File: src/rtl/mem_port_arbiter.sv
// Round-robin arbiter sharing one single-ported SRAM between the instruction (IM) and data (DM)
// ports; read data returns one cycle after grant and is tagged back to the owning port.
module mem_port_arbiter #(
  parameter int unsigned ADDR_W = 14,
  parameter int unsigned DATA_W = 32
) (
  input  logic              clk,
  input  logic              rst,

  input  logic              im_req,
  input  logic [31:0]       im_addr,
  output logic              im_ready,
  output logic              im_rvalid,
  output logic [DATA_W-1:0] im_rdata,

  input  logic              dm_req,
  input  logic              dm_we,
  input  logic [31:0]       dm_addr,
  input  logic [DATA_W-1:0] dm_wdata,
  input  logic [DATA_W-1:0] dm_bweb,
  output logic              dm_ready,
  output logic              dm_rvalid,
  output logic [DATA_W-1:0] dm_rdata,

  output logic              sram_ceb,
  output logic              sram_web,
  output logic [DATA_W-1:0] sram_bweb,
  output logic [ADDR_W-1:0] sram_a,
  output logic [DATA_W-1:0] sram_di,
  input  logic [DATA_W-1:0] sram_do
);

  localparam logic PortIm = 1'b0;
  localparam logic PortDm = 1'b1;

  logic              r_rr_last;
  logic              r_pend_valid;
  logic              r_pend_port;
  logic [DATA_W-1:0] r_im_hold;
  logic [DATA_W-1:0] r_dm_hold;

  logic              w_gnt_im;
  logic              w_gnt_dm;
  logic              w_rd_gnt;
  logic              w_unused;

  // Byte offset and bits above the SRAM word range do not select anything.
  assign w_unused = ^{im_addr[31:ADDR_W+2], im_addr[1:0], dm_addr[31:ADDR_W+2], dm_addr[1:0]};

  // Grants are held off while reset is asserted so nothing is accepted during reset.
  always_comb begin
    w_gnt_im = 1'b0;
    w_gnt_dm = 1'b0;
    if (rst) begin
      if (im_req && dm_req) begin
        if (r_rr_last == PortDm) begin
          w_gnt_im = 1'b1;
        end else begin
          w_gnt_dm = 1'b1;
        end
      end else begin
        w_gnt_im = im_req;
        w_gnt_dm = dm_req;
      end
    end
  end

  assign im_ready = w_gnt_im;
  assign dm_ready = w_gnt_dm;
  assign w_rd_gnt = w_gnt_im | (w_gnt_dm & ~dm_we);

  always_comb begin
    sram_ceb  = 1'b1;
    sram_web  = 1'b1;
    sram_bweb = '1;
    sram_a    = '0;
    sram_di   = '0;
    if (w_gnt_im) begin
      sram_ceb = 1'b0;
      sram_a   = im_addr[ADDR_W+1:2];
    end else if (w_gnt_dm) begin
      sram_ceb = 1'b0;
      sram_a   = dm_addr[ADDR_W+1:2];
      if (dm_we) begin
        sram_web  = 1'b0;
        sram_bweb = dm_bweb;
        sram_di   = dm_wdata;
      end
    end
  end

  always_ff @(posedge clk or negedge rst) begin
    if (!rst) begin
      r_rr_last <= PortDm;
    end else if (w_gnt_im) begin
      r_rr_last <= PortIm;
    end else if (w_gnt_dm) begin
      r_rr_last <= PortDm;
    end
  end

  // Read tag: one cycle after a read grant the owner sees rvalid with the SRAM output.
  always_ff @(posedge clk or negedge rst) begin
    if (!rst) begin
      r_pend_valid <= 1'b0;
      r_pend_port  <= PortIm;
    end else begin
      r_pend_valid <= w_rd_gnt;
      if (w_rd_gnt) begin
        r_pend_port <= w_gnt_dm ? PortDm : PortIm;
      end
    end
  end

  assign im_rvalid = r_pend_valid && (r_pend_port == PortIm);
  assign dm_rvalid = r_pend_valid && (r_pend_port == PortDm);

  always_ff @(posedge clk or negedge rst) begin
    if (!rst) begin
      r_im_hold <= '0;
      r_dm_hold <= '0;
    end else begin
      if (im_rvalid) begin
        r_im_hold <= sram_do;
      end
      if (dm_rvalid) begin
        r_dm_hold <= sram_do;
      end
    end
  end

  // Hold registers keep rdata stable until that port's next read returns.
  assign im_rdata = im_rvalid ? sram_do : r_im_hold;
  assign dm_rdata = dm_rvalid ? sram_do : r_dm_hold;

endmodule

File: config.mk
export PLATFORM = sky130hd
export DESIGN_NAME = mem_port_arbiter
export DESIGN_NICKNAME = d
export VERILOG_FILES = /design/src/rtl/mem_port_arbiter.sv
export SDC_FILE = /design/constraint.sdc
export NUM_CORES = 1
export LEC_CHECK = 0
export CORE_AREA = 5 5 119 121
export DETAILED_ROUTE_END_ITERATION = 16
export DIE_AREA = 0 0 124 126
export PLACE_DENSITY = 0.7
export SLEW_MARGIN = 20
export SYNTH_ARGS = -nofsm -noshare
export SYNTH_HDL_FRONTEND = slang
export SYNTH_SLANG_ARGS = --single-unit
File: constraint.sdc
create_clock -name clk -period 3.9 [get_ports clk]
set_input_delay 0.39 -clock clk [delete_from_list [all_inputs] [get_ports clk]]
set_output_delay 0.39 -clock clk [all_outputs]
set_load 0.02 [all_outputs]
======== Word-level counts from Yosys, hierarchy flattened ========
Cells that the tools add are included.
Widths: inputs -> output; s select.
storage, ports and cells
  output and inout port bits .............. 148
  flip-flop bits (word level) ............. 67
  input port bits ......................... 165
  logic and storage cells ................. 37
operators by class
  bitwise logic cells ..................... 4
  muxes and demuxes ....................... 24
  reductions and logical operators ........ 4
operators by type and width
  kind               count
  $mux 32            8
  $mux 14            2
  $mux 1             14
  $logic_and 1x1->1  3
  $not 1->1          2
  $reduce_bool 2->1  1
  $and 1x1->1        1
  $or 1x1->1         1

======== Depth between registers and ports, before layout ========
Gate-level depths: netlist of the first run.
  depth after elaboration ................. 5
  depth in mapped cells ................... 5
  mapped depth without buffers ............ 3

======== Worst setup path after synthesis of the first run ========
No wires, ideal clock.
  path type ............................... flip-flop to output port
  start ................................... register r_rr_last
  end ..................................... output port sram_bweb[10]
  setup slack ............................. 2244 ps
  data arrival time ....................... 1266 ps
  required time ........................... 3510 ps
  cell stages (with the launch flop) ...... 6
  path buffers ............................ 2
  cells stage by stage .................... dfstp_2 > nand2_1 > and4_4 > buf_6 > buf_2 > nand2b_1
on the way
  word-level cells in the longest chain between the ends .. 5
  elaborated cells between the ends (all ways) .. 8
  classes of those cells .................. 8 x mux
RTL lines
  what                      RTL line  source
  start: declaration        36        logic r_rr_last;
  start signal: assignment  94        r_rr_last <= PortDm;
  start signal: assignment  96        r_rr_last <= PortIm;
  start signal: assignment  98        r_rr_last <= PortDm;
  $mux 1                    56        if (r_rr_last == PortDm) begin
  $mux 1                    55        if (im_req && dm_req) begin
  $mux 1                    54        if (rst) begin
  $mux 32                   81        end else if (w_gnt_dm) begin
  $mux 32 (*)               78        if (w_gnt_im) begin
  end: declaration          27        output logic [DATA_W-1:0] sram_bweb,
Mark *: on every way between the ends. The rest lies on a longest branch, timed or not.

======== Worst setup path in the final report of the first run ========
  start ................................... input port rst
  end ..................................... output port sram_di[2]
on the way
  word-level cells in the longest chain between the ends .. 3
  elaborated cells between the ends (all ways) .. 4
  classes of those cells .................. 4 x mux
RTL lines
  what                RTL line  source
  start: declaration  8         input logic rst,
  $mux 1              54
  $mux 32             81
  $mux 32 (*)         78
  end: declaration    29        output logic [DATA_W-1:0] sram_di,
Marked as above.

==> insert_results.sql, run 1 <==
INSERT INTO impl_metrics (metric_group, metric, value, unit) VALUES
('sta', 'final_hold_vio_count', '0', ''),
('worst_setup_path', 'critPathRequiredTime', '3.51', 'ns'),
('power', 'power_switching', '1.01', 'mW'),
('global_routing', 'initial_antenna_violation_count', '0', ''),
('worst_setup_path', 'worstPathArrival', '3.00', 'ns'),
('logic_synthesis', 'synthesis.area_per_instance', '11.9', 'µm²'),
('run', 'max-cap-violations', '0', ''),
('finish', 'total_area_of_multi_input_combinational_cells', '1480', 'µm²'),
('route', 'met3_wirelength', '1570', 'µm'),
('route', 'ant_nets', '0', ''),
('route', 'residual_drc', '0', ''),
('cts', 'cts-resized-gates', '0', ''),
('power', 'part_of_the_power_in_the_clock_network', '0.248', ''),
('global_routing', 'grt_pass1_vias', '3326', ''),
('die', 'floorplan.die.width', '124', 'µm'),
('global_routing', 'grt_max_degree', '66', ''),
('power', 'power_switching_share', '0.315', ''),
('route', 'dr.max_layer_used', 'met4', ''),
('route', 'firstDrtPassIters', '4', ''),
('finish', 'postLayoutCoreUtil', '0.499', ''),
('sta', 'finalSetupViolCount', '0', ''),
('finish', 'insertedDiodeCount', '0', ''),
('cts', 'clockBufferDepth', '2', ''),
('power', 'power_frac_comb', '0.446', ''),
('finish', 'nets_final', '713', ''),
('sta', 'clock-skew-final', '0.00445', 'ns'),
('route', 'drtIter0Drc', '121', ''),
('sta', 'worst_slew_margin_rel', '0.491', ''),
('cts', 'clock_tree.root_cell', 'clkbuf_16', ''),
('route', 'detail_route.vias_per_cell', '4.28', ''),
('finish', 'layout-area-overhead-vs-synth', '96.6', '%'),
('power', 'power_density', '497', 'nW/µm²'),
('placed_design', 'place_congestion', '0.796', ''),
('placed_design', 'place_hpwl', '10600', 'µm'),
('cts', 'clkTransAtPathRegs', '0.05', 'ns'),
('power', 'power.sequential.fraction', '0.306', ''),
('power', 'total_power', '3.22', 'mW'),
('worst_setup_path', 'worst-path-max-fanout', '65', ''),
('placed_design', 'port_buffers', '276', ''),
('logic_synthesis', 'ys_types', '21', ''),
('global_routing', 'globalRouteOverflowTotal', '0', ''),
('sta', 'finalHoldWorstSlack', '0.491', 'ns'),
('cts', 'cts_max_level', '3', ''),
('sta', 'fin_crit_sh', '0.870', ''),
('power', 'internal_power', '2.21', 'mW'),
('cts', 'cts_tree', 'done', ''),
('route', 'wl_per_cell', '18.2', 'µm'),
('cts', 'cts-buffers-inserted', '9', ''),
('logic_synthesis', 'syn-instance-count', '277', ''),
('sta', 'worst_pin_slew', '0.763', 'ns'),
('route', 'route.layer.met1.wl', '4470', 'µm'),
('logic_synthesis', 'combined_area_of_all_synthesized_cells', '3300', 'µm²'),
('die', 'die-area', '15600', 'µm²'),
('hold_path', 'worst_hold_path_type', 'reg2reg', ''),
('cts', 'buffers_inserted_during_post_cts_setup_optimization', '0', ''),
('cts', 'cts.sinks', '67', ''),
('placed_design', 'placed_cells_incl_taps', '712', ''),
('sta', 'highest_clock_rate', '295', 'MHz'),
('die', 'die_height', '126', 'µm'),
('logic_synthesis', 'synth_seq_area_share', '0.509', ''),
('sta', 'timing.final.crit_period', '3.39', 'ns'),
('die', 'core-area', '13000', 'µm²'),
('power', 'p_leak', '2.58', 'nW'),
('logic_synthesis', 'yosys_warnings', '0', ''),
('finish', 'fillers', '1210', ''),
('cts', 'post_cts_hold_buffer_count', '1', ''),
('global_routing', 'grt_pass1_wl', '19100', 'µm'),
('sta', 'timing.setup.tns', '0', 'ns'),
('sta', 'rsz_0062_raised_after_global_routing', 'false', ''),
('logic_synthesis', 'synth.net_count', '442', ''),
('worst_setup_path', 'critical_path.endpoint_type', 'output pin', ''),
('finish', 'stdcell_count', '728', ''),
('run_status', 'outcome', 'finished clean', ''),
('finish', 'drive_gt1_frac', '0.203', ''),
('die', 'num_io_pins', '313', ''),
('worst_setup_path', 'critPathKind', 'in2out', ''),
('finish', 'sequential_cell_area', '1680', 'µm²'),
('power', 'vdd.ir_drop.worst', '0.396', 'mV'),
('die', 'starting_density_of_the_core', '0.254', ''),
('route', 'wl_met2', '7080', 'µm'),
('cts', 'clk-insertion-delay-late', '0.32', 'ns'),
('logic_synthesis', 'yosys_register_bits', '67', ''),
('worst_setup_path', 'crit_path_start_kind', 'primary input', ''),
('route', 'routed_wl', '13300', 'µm'),
('die', 'std_cell_rows', '42', ''),
('sta', 'final_max_slew_viol_count', '0', ''),
('global_routing', 'grt_util_all_layers', '0.161', ''),
('route', 'via_count', '3116', '');
synth_stat cells (all sizes together):
master | n | share of area
dfrtp | 66 | 0.50
mux2 | 64 | 0.22
nand2b | 33 | 0.063
and2 | 32 | 0.081
nand2 | 32 | 0.036
buf | 17 | 0.036
o22ai | 14 | 0.027
inv | 4 | 0.0046
a21oi | 3 | 0.0046
clkbuf | 3 | 0.0034
nor2 | 2 | 0.0023
o21ai | 2 | 0.0042
a31oi | 1 | 0.0019
and4 | 1 | 0.0034
dfstp | 1 | 0.0080
nor2b | 1 | 0.0019
o22a | 1 | 0.0027
final cells by class:
cell class,count,share of cell area
inverter,4,0.00232
multi-input combinational,186,0.228
tap,176,0.0340
timing repair buffer,280,0.431
clock buffer,13,0.0402
sequential,67,0.259
clock inverter,2,0.00541
kinds of logic after synthesis:
logic type,count (synthesis),synth area share
buffers and inverters,24,0.0444
and+or+nand+nor,101,0.188
muxes,64,0.219
AOI/OAI and AO/OA,21,0.0399
DFF,67,0.509
cells in the final DEF, fill, tap and decap left out:
cell	count
a21oi_1	3
a31oi_1	1
and2_1	5
and2_4	27
and4_4	1
buf_4	4
bufinv_16	1
clkbuf_1	2
clkbuf_16	9
clkbuf_8	2
clkdlybuf4s50_1	275
clkinv_2	1
dfrtp_1	66
dfstp_2	1
dlygate4sd3_1	1
inv_1	4
mux2_2	64
nand2_1	32
nand2b_1	33
nor2_1	2
nor2b_4	1
o21ai_0	1
o21ai_2	1
o22a_1	1
o22ai_1	14
metal layers:
layer,vias to the layer above,track usage
li1,1465,-
met1,1472,0.155
met2,165,0.307
met3,14,0.0735
met4,0,0.0374
met5,-,0
per-stage QoR:
step           setup slack (ns)  area, µm²
6_report                  0.508       6480
3_3_place_gp              0.910       6170
3_5_place_dp              0.873       6170
5_1_grt                   0.364       6480
4_1_cts                   0.516       6480
2_1_floorplan              2.24       3300
state kept, by name, summed over array words and instances (netlist names):
register      count
r_dm_hold        32
r_im_hold        32
r_pend_port       1
r_pend_valid      1
r_rr_last         1
critical path: stages:
cell	delay, ns
dlygate4sd3_1	0.55
buf_4	0.35
and4_4	0.73
and2_4	0.24
clkdlybuf4s50_1	0.69
path summary, 6_finish.rpt:
kind / startpoint / to / slack (ns) / depth (start not counted)
worst min-delay path: r_im_hold[31]$_DFF_PN0_ / r_im_hold[31]$_DFF_PN0_ / 0.49 / 1
worst max register to register: r_pend_port$_DFFE_PN0P_ / r_im_hold[27]$_DFF_PN0_ / 2.12 / 3
min in group asynchronous: rst / r_dm_hold[16]$_DFF_PN0_ / 0.57 / 2
worst min register to register: r_im_hold[31]$_DFF_PN0_ / r_im_hold[31]$_DFF_PN0_ / 0.49 / 1
worst max-delay path: rst / sram_di[2] / 0.51 / 5
max in group asynchronous: rst / r_dm_hold[8]$_DFF_PN0_ / 2.24 / 3
power groups by stage:
stage	combinational (mW)	sequential, mW	clock, mW
6_report	1.44	0.984	0.799
4_1_cts	1.46	0.986	0.827
2_1_floorplan	0.723	0.971	0
3_3_place_gp	1.43	0.984	0
5_1_grt	1.52	1.01	0.863
3_5_place_dp	1.44	0.998	0
No activity file was read; power rests on OpenSTA's default activity.
==> run 2, diff against run 1 <==
- CORE_AREA: 5 5 119 121 -> 2 2 123 125
- DIE_AREA: 0 0 124 126 -> 0 0 125 127
- PLACE_DENSITY: 0.7 -> unset
==> insert_results.sql, run 2 (synthesis results as in run 1) <==
INSERT INTO impl_metrics (metric_group, metric, value, unit) VALUES
('run_status', 'outcome', 'finished clean', ''),
('sta', 'highest_clock_rate', '326', 'MHz'),
('finish', 'layout-area-overhead-vs-synth', '97.5', '%'),
('finish', 'postLayoutCoreUtil', '0.451', ''),
('cts', 'cts.sinks', '67', ''),
('placed_design', 'place_hpwl', '11200', 'µm'),
('sta', 'clock-skew-final', '0.00569', 'ns'),
('global_routing', 'grt_pass1_vias', '3300', ''),
('worst_setup_path', 'path_cells', 'clkdlybuf4s50_1 -> and4_4 -> and2_4 -> clkdlybuf4s50_1', ''),
('worst_setup_path', 'critPathSlowestCell', 'clkdlybuf4s50_1', ''),
('die', 'die_height', '127', 'µm'),
('global_routing', 'initial_antenna_violation_count', '1', ''),
('worst_setup_path', 'cpPeakStageDelay', '0.72', 'ns'),
('sta', 'timing.final.crit_period', '3.07', 'ns'),
('die', 'core-area', '14400', 'µm²'),
('route', 'routed_wl', '14200', 'µm'),
('sta', 'fin_crit_sh', '0.787', ''),
('cts', 'cts_max_level', '3', ''),
('finish', 'drive_gt1_frac', '0.209', ''),
('finish', 'reg_top3', 'r_dm_hold (32), r_im_hold (32)', ''),
('power', 'power_switching', '1.04', 'mW'),
('global_routing', 'grt_max_degree', '67', ''),
('placed_design', 'dp_slack', '0.848', 'ns'),
('global_routing', 'grt_pass1_wl', '20700', 'µm'),
('finish', 'most_common_cell_after_layout_fill_and_taps_aside', 'clkdlybuf4s50_1', ''),
('finish', 'layout.cells.most_common_list', 'clkdlybuf4s50_1 (275), dfrtp_1 (66), mux2_2 (64), nand2b_1 (33), nand2_1 (31)', ''),
('placed_design', 'placed_cells_incl_taps', '719', ''),
('cts', 'cts_tree', 'done', ''),
('global_routing', 'grt_util_all_layers', '0.176', ''),
('route', 'residual_drc', '0', ''),
('power', 'power_density', '506', 'nW/µm²'),
('route', 'wl_per_cell', '19.3', 'µm'),
('cts', 'clkTransAtPathRegs', '0.05', 'ns'),
('global_routing', 'globalRouteOverflowTotal', '0', ''),
('power', 'power_switching_share', '0.315', ''),
('route', 'via_count', '3144', ''),
('die', 'die-area', '15900', 'µm²'),
('route', 'drtIter0Drc', '139', ''),
('placed_design', 'place_congestion', '0.961', ''),
('cts', 'post_cts_hold_buffer_count', '0', ''),
('run', 'max-cap-violations', '0', ''),
('sta', 'finalSetupViolCount', '0', ''),
('power', 'power_frac_comb', '0.436', ''),
('route', 'detail_route.vias_per_cell', '4.27', ''),
('sta', 'rsz_0062_raised_after_global_routing', 'false', ''),
('sta', 'timing.setup.tns', '0', 'ns'),
('power', 'total_power', '3.29', 'mW'),
('route', 'ant_nets', '0', ''),
('die', 'starting_density_of_the_core', '0.228', ''),
('worst_setup_path', 'worstPathArrival', '2.68', 'ns'),
('placed_design', 'post_dp_cell_area', '6180', 'µm²'),
('hold_path', 'worst_hold_path_type', 'in2async', ''),
('cts', 'cts-buffers-inserted', '9', ''),
('sta', 'worst_pin_slew', '0.884', 'ns'),
('sta', 'post-route-worst-setup-slack', '0.832', 'ns'),
('worst_setup_path', 'worst-path-max-fanout', '65', ''),
('worst_setup_path', 'most_frequent_cp_cell', 'clkdlybuf4s50_1', ''),
('finish', 'nets_final', '711', ''),
('placed_design', 'port_buffers', '276', ''),
('cts', 'clk-insertion-delay-late', '0.34', 'ns'),
('die', 'floorplan.die.width', '125', 'µm'),
('worst_setup_path', 'r2r_setup_slack', '2.12', 'ns'),
('sta', 'final_max_slew_viol_count', '0', ''),
('worst_setup_path', 'critPathKind', 'in2out', ''),
('die', 'std_cell_rows', '44', ''),
('power', 'internal_power', '2.26', 'mW'),
('sta', 'finalHoldWorstSlack', '0.245', 'ns'),
('power', 'p_leak', '2.59', 'nW'),
('finish', 'stdcell_count', '736', ''),
('sta', 'worst_slew_margin_rel', '0.409', ''),
('route', 'firstDrtPassIters', '4', ''),
('power', 'part_of_the_power_in_the_clock_network', '0.266', ''),
('cts', 'buffers_inserted_during_post_cts_setup_optimization', '0', ''),
('cts', 'clockBufferDepth', '2', ''),
('cts', 'clock_tree.root_cell', 'clkbuf_16', ''),
('finish', 'stdcell_area', '6510', 'µm²'),
('die', 'num_io_pins', '313', ''),
('worst_setup_path', 'critPathRequiredTime', '3.51', 'ns'),
('cts', 'cts-resized-gates', '0', ''),
('power', 'power.sequential.fraction', '0.298', ''),
('worst_setup_path', 'crit_path_start_kind', 'primary input', ''),
('power', 'vdd.ir_drop.worst', '0.401', 'mV'),
('sta', 'final_hold_vio_count', '0', ''),
('worst_setup_path', 'critical_path.endpoint_type', 'output pin', '');
[run 2: layout make-up]
type / count / area (µm²)
Antenna cell: 1 / 2.50
Clock buffer: 10 / 239
Clock inverter: 6 / 87.6
Fill cell: 1394 / 7920
Inverter: 4 / 15.0
Multi-Input combinational cell: 186 / 1480
Sequential cell: 67 / 1680
Tap cell: 184 / 230
Timing Repair Buffer: 278 / 2780
[run 2: worst paths after layout]
path | depth (start not counted) | endpoint | start
worst min-delay path | 1 | r_rr_last$_DFFE_PN1P_ | rst
max in group asynchronous | 2 | r_dm_hold[8]$_DFF_PN0_ | rst
worst min register to register | 1 | r_dm_hold[13]$_DFF_PN0_ | r_dm_hold[13]$_DFF_PN0_
worst max register to register | 3 | r_im_hold[8]$_DFF_PN0_ | r_pend_port$_DFFE_PN0P_
min in group clk | 1 | r_dm_hold[13]$_DFF_PN0_ | r_dm_hold[13]$_DFF_PN0_
worst max-delay path | 4 | sram_di[13] | dm_req
[run 2: power by group through the flow]
stage	Clock [mW]	Sequential, mW	Combinational (mW)
2_1_floorplan	0	0.971	0.723
3_3_place_gp	0	0.984	1.43
3_5_place_dp	0	0.996	1.44
4_1_cts	0.912	0.984	1.46
5_1_grt	0.944	1.00	1.52
6_report	0.877	0.981	1.43
[run 2: routing by layer]
metal / up-vias / wire (µm) / GRT usage
li1: 1459 / - / -
met1: 1493 / 4700 / 0.165
met3: 21 / 1310 / 0.0750
met2: 171 / 7530 / 0.323
met4: 0 / 662 / 0.0961
met5: - / 0 / 0
[run 2: critical path: cells and delay by family]
kind | cells | cell delay [ns]
buffers and inverters | 2 | 1.31
AND/OR/NAND/NOR | 2 | 0.94
==> edit 1 (config.mk and constraints of run 2) <==
Reset style: synchronous (`rst`), changed in 3 clocked blocks.
--- a/src/rtl/mem_port_arbiter.sv
+++ b/src/rtl/mem_port_arbiter.sv
@@ -89,7 +89,7 @@
     end
   end
 
-  always_ff @(posedge clk or negedge rst) begin
+  always_ff @(posedge clk) begin
     if (!rst) begin
       r_rr_last <= PortDm;
     end else if (w_gnt_im) begin
@@ -100,7 +100,7 @@
   end
 
   // Read tag: one cycle after a read grant the owner sees rvalid with the SRAM output.
-  always_ff @(posedge clk or negedge rst) begin
+  always_ff @(posedge clk) begin
     if (!rst) begin
       r_pend_valid <= 1'b0;
       r_pend_port  <= PortIm;
@@ -115,7 +115,7 @@
   assign im_rvalid = r_pend_valid && (r_pend_port == PortIm);
   assign dm_rvalid = r_pend_valid && (r_pend_port == PortDm);
 
-  always_ff @(posedge clk or negedge rst) begin
+  always_ff @(posedge clk) begin
     if (!rst) begin
       r_im_hold <= '0;
       r_dm_hold <= '0;
Function: differs if rst is asserted again (counterexample within 4 cycles, from zero or initial values and one cycle with rst low); with rst held inactive, the same outputs for 4 cycles.
==> edit 1 against run 2 <==
Clock skew is 2.2 ps lower; wire length is 11% lower; count of clock-buffer cells in the layout is 2 higher; worst setup slack better by 18 ps; area after synthesis is 5.2% higher; sequential cell count stayed put; final area is 1.8% higher; critical endpoint is now sram_bweb[11]; largest cell class unchanged.
Power is not compared: it rests on default switching activity, and its combinational part moved more than twofold at a synthesized area within 25%.
==> edit 1: results (changes against run 2) <==
** Synth
- Synth Area in Compound Gates :: 2.89% (was 3.99%)
- The async set or reset register ratio after synthesis is 0% (was 100%).
- The post-synthesis instance total was 346 (was 277).
- The number of nets in the synthesized netlist was 511 (was 442).

** Layout
- The number of combinational gates with multiple inputs came to 250 (was 186).
- The share of post-route cells with drive strength above 1 came to 14.3% (was 20.9%).
- The count of filler cells inserted in the layout came to 1359 (was 1394).
- The number of non-clock inverters in the layout is 2 (was 4).
- The area growth from synthesis to layout is 91.1% (was 97.5%).
- Number of ordinary and repair buffers in the finished layout :: 279 (was 278)
- Number of nets in the layout :: 774 (was 711)

** Detailed routing
- The wire length after detailed routing was 12700 um (was 14200 um).
- Via density per instance :: 4.10 (was 4.27)
- Pre-Repair DR Iteration Count :: 5 (was 4)

** Status
- Result of the run: finished clean (unchanged).

** Placed design
- Placer's final routability congestion estimate :: 0.782 (was 0.961)
- Cell Count Post-Placement :: 782 (was 719)
- The detailed placer's ending HPWL came to 9640 um (was 11200 um).

** Worst setup path
- The worst-path cell with the longest stage delay is sky130_fd_sc_hd__and4_2 (was sky130_fd_sc_hd__clkdlybuf4s50_1).
- Capturing element of the worst setup path :: sram_bweb[11] (was sram_di[13])
- Depth of the worst register-to-register path :: 4 (was 3)
- The biggest fanout along the worst timing path was 41 (was 65).

** STA
- The worst clock skew came to 3.52 ps (was 5.69 ps).
- The worst max-slew margin expressed relative to the limit was 38.5% (was 40.9%).

** Pwr
- The design draws around 2100 uW.

** GRT
- The number of antenna violations at the first check in global routing is 0 (was 1).
## edit 1: cell count changes in the layout (fill, tap and decap cells not counted), moves of 2 or more
| cell | before | now |
|---|---|---|
| sky130_fd_sc_hd__nor2_1 | 2 | 0 |
| sky130_fd_sc_hd__a21oi_1 | 3 | 0 |
| sky130_fd_sc_hd__inv_1 | 4 | 2 |
| sky130_fd_sc_hd__mux2_2 | 64 | 35 |
| sky130_fd_sc_hd__clkbuf_1 | 0 | 2 |
| sky130_fd_sc_hd__dfrtp_1 | 66 | 0 |
| sky130_fd_sc_hd__mux2_4 | 0 | 29 |
| sky130_fd_sc_hd__nand2b_1 | 33 | 36 |
| sky130_fd_sc_hd__and2_1 | 5 | 93 |
| sky130_fd_sc_hd__and3_1 | 0 | 3 |
| sky130_fd_sc_hd__dfxtp_1 | 0 | 67 |
| sky130_fd_sc_hd__and2_4 | 27 | 3 |
## edit 1: routing by layer
metal	wire, um	GRT usage (%)
met1	5170	18.1
met4	115	4.18
met5	0	0
met3	1060	6.66
met2	6360	26.1
==> edit 2 (config.mk and constraints of run 2) <==
Without the edit above. `ADDR_W`: 14 -> 13.
--- a/src/rtl/mem_port_arbiter.sv
+++ b/src/rtl/mem_port_arbiter.sv
@@ -1,7 +1,7 @@
 // Round-robin arbiter sharing one single-ported SRAM between the instruction (IM) and data (DM)
 // ports; read data returns one cycle after grant and is tagged back to the owning port.
 module mem_port_arbiter #(
-  parameter int unsigned ADDR_W = 14,
+  parameter int unsigned ADDR_W = 13,
   parameter int unsigned DATA_W = 32
 ) (
   input  logic              clk,
Interface: changed (resized sram_a); port bits go from 313 to 312. No check against the original RTL was run, so the function may have changed too.
==> edit 2 against run 2 <==
Die area stayed put; area after synthesis is 3.0% lower; sequential cell count stayed put; final area is 1.6% lower; wire length decreased by 11%; worst setup slack worse by 340 ps; total power decreased by 2.7%; utilization shrank 0.74 points; critical path type unchanged.
==> edit 2: results (changes against run 2) <==
** Placed design
- The detailed placer's ending HPWL came to 9880 um (was 11200 um).
- Post-place setup slack :: 858 ps (was 848 ps)
- The final weighted congestion of routability-driven global placement came to 0.869 (was 0.961).
- The count of buffers inserted at the top-level ports came to 273 (was 276).

** Layout
- Number of nets in the layout :: 711 (unchanged)
- Antenna Cells :: 0 (was 1)
- The share of post-route cells with drive strength above 1 came to 16.3% (was 20.9%).
- Largest registers :: r_dm_hold x32, r_im_hold x32 (unchanged)

** STA
- The worst hold-check slack is 493 ps (was 245 ps).
- Slew Limit Headroom :: 49.7% (was 40.9%)
- The worst clock skew was 8.55 ps (was 5.69 ps).

** Synth
- Commonest cells in the synthesized netlist :: sky130_fd_sc_hd__dfrtp_1 (66), sky130_fd_sc_hd__mux2_2 (64), sky130_fd_sc_hd__nand2b_1 (33) (unchanged)
- The number of nets in the synthesized netlist was 438 (was 442).
- Proportion of synthesized chip area in sequential cells :: 52.5% (was 50.9%)
- Number of different library cells in the post-synthesis netlist :: 20 (was 21)
- Dominant cells by area after synthesis :: sky130_fd_sc_hd__dfrtp_1 (52%), sky130_fd_sc_hd__mux2_2 (23%), sky130_fd_sc_hd__nand2b_1 (6.5%), sky130_fd_sc_hd__and2_1 (6.3%), sky130_fd_sc_hd__nand2_1 (3.5%) (was sky130_fd_sc_hd__dfrtp_1 (50%), sky130_fd_sc_hd__mux2_2 (22%), sky130_fd_sc_hd__and2_4 (7.2%), sky130_fd_sc_hd__nand2b_1 (6.3%), sky130_fd_sc_hd__nand2_1 (3.6%))

** Hold path
- Hold Path Depth :: 1
- Source of the worst hold timing path :: r_dm_hold[17]
- Worst hold path class :: register to register (was input pin to asynchronous set/reset pin)

** Pwr
- Highest ir drop seen on vdd :: 0.000386 V (was 0.000401 V)
- The static leakage power is 0.00254 uW (was 0.00259 uW).

** Worst setup path
- The maximum cell stage delay along the critical path is 770 ps (was 720 ps).
- Slowest cell on the critical path :: sky130_fd_sc_hd__and4_2 (was sky130_fd_sc_hd__clkdlybuf4s50_1)
- Data arrival, critical path :: 3010 ps (was 2680 ps)
- Slack of the worst reg-to-reg path :: 2170 ps (was 2120 ps)
- Largest fanout of any net on the critical path :: 46 (was 65)

** GRT
- The number of antenna violations at the first check in global routing came to 0 (was 1).
- The via count of the first global-routing pass is 3261 (was 3300).
- Largest net degree at the start of global routing :: 61 (was 67)
- The total track usage came to 15.4% (was 17.6%).
- Global-route wire length before repair :: 19000 um (was 20700 um)

** Detailed routing
- The wire length after detailed routing was 12700 um (was 14200 um).
- The per-cell via count in the routed design was 4.29 (was 4.27).
- The detailed router's first-iteration violation count was 85 (was 139).

** Clock tree
- Maximum buffer depth of the clock tree :: 2 (unchanged)
- The number of buffers added by the clock tree synthesis step is 9 (unchanged).

** Status
- Result of the run :: finished clean (unchanged)
-- edit 2: changes by cell type in the layout (fill, tap and decap cells not counted), moves of 3 or more --
cell                              before  now
sky130_fd_sc_hd__and2_1                5   32
sky130_fd_sc_hd__and2_4               27    0
sky130_fd_sc_hd__buf_4                 3    8
sky130_fd_sc_hd__clkdlybuf4s50_1     275  272
-- edit 2: area by class of cell --
cell class | count | area [um^2]
fill | 1367 | 8020
timing repair buffer | 281 | 2790
sequential | 67 | 1680
multi-input combinational | 183 | 1390
tap | 184 | 230
clock buffer | 10 | 229
clock inverter | 6 | 65.1
inverter | 4 | 15.0
-- edit 2: stage by stage --
stage                     instances  cell area (um^2)
final                           735              6400
after global routing            735              6400
after CTS                       735              6400
after detailed placement        718              6100
after global placement          718              6100
after floorplan                 273              3200
-- edit 2: metal layers --
layer	global-route usage [%]	wire length, um	vias up	part of all wire, %
met3	4.69	936	12	7.4
met2	28.3	6660	167	52
met5	0	0	-	0
met4	5.10	332	0	2.6
met1	17.0	4750	1508	37
li1	-	-	1463	-
-- edit 2: worst max path at each step --
stage	slack, ps	end	depth (start not counted)	start
4_1_cts	450	sram_di[31]	5	rst
2_1_floorplan	2210	sram_bweb[10]	5	r_rr_last
6_report	500	sram_bweb[16]	6	rst
3_5_place_dp	860	sram_di[31]	4	dm_req
5_1_grt	300	sram_di[31]	5	rst
3_3_place_gp	910	sram_di[31]	4	dm_req
-- edit 2: power by group --
group	internal (uW)	switching, uW	total, uW
logic	750	670	1420
registers	924	56.0	979
clock network	496	308	804
-- edit 2: cell families (layout without fill, tap and decap cells) --
group	after synthesis	after routing	share of synthesized area (%)
AND/OR/NAND/NOR	99	99	16.9
flip-flops	67	67	52.5
AO/OA/AOI/OAI	20	20	3.79
multiplexers	64	64	22.5
buffers and inverters	23	301	4.26
-- edit 2: repair_timing --
action / 4_1_cts / 5_1_grt
hold buffers: 1 / 0
endpoints found under the setup margin: 0 / 0
hold endpoints to repair: 4 / 0
-- edit 2: worst max-delay path: cells and delay by family --
family | cells | cell delay, ps
AND/OR/NAND/NOR | 2 | 850
buffers and inverters | 4 | 1740
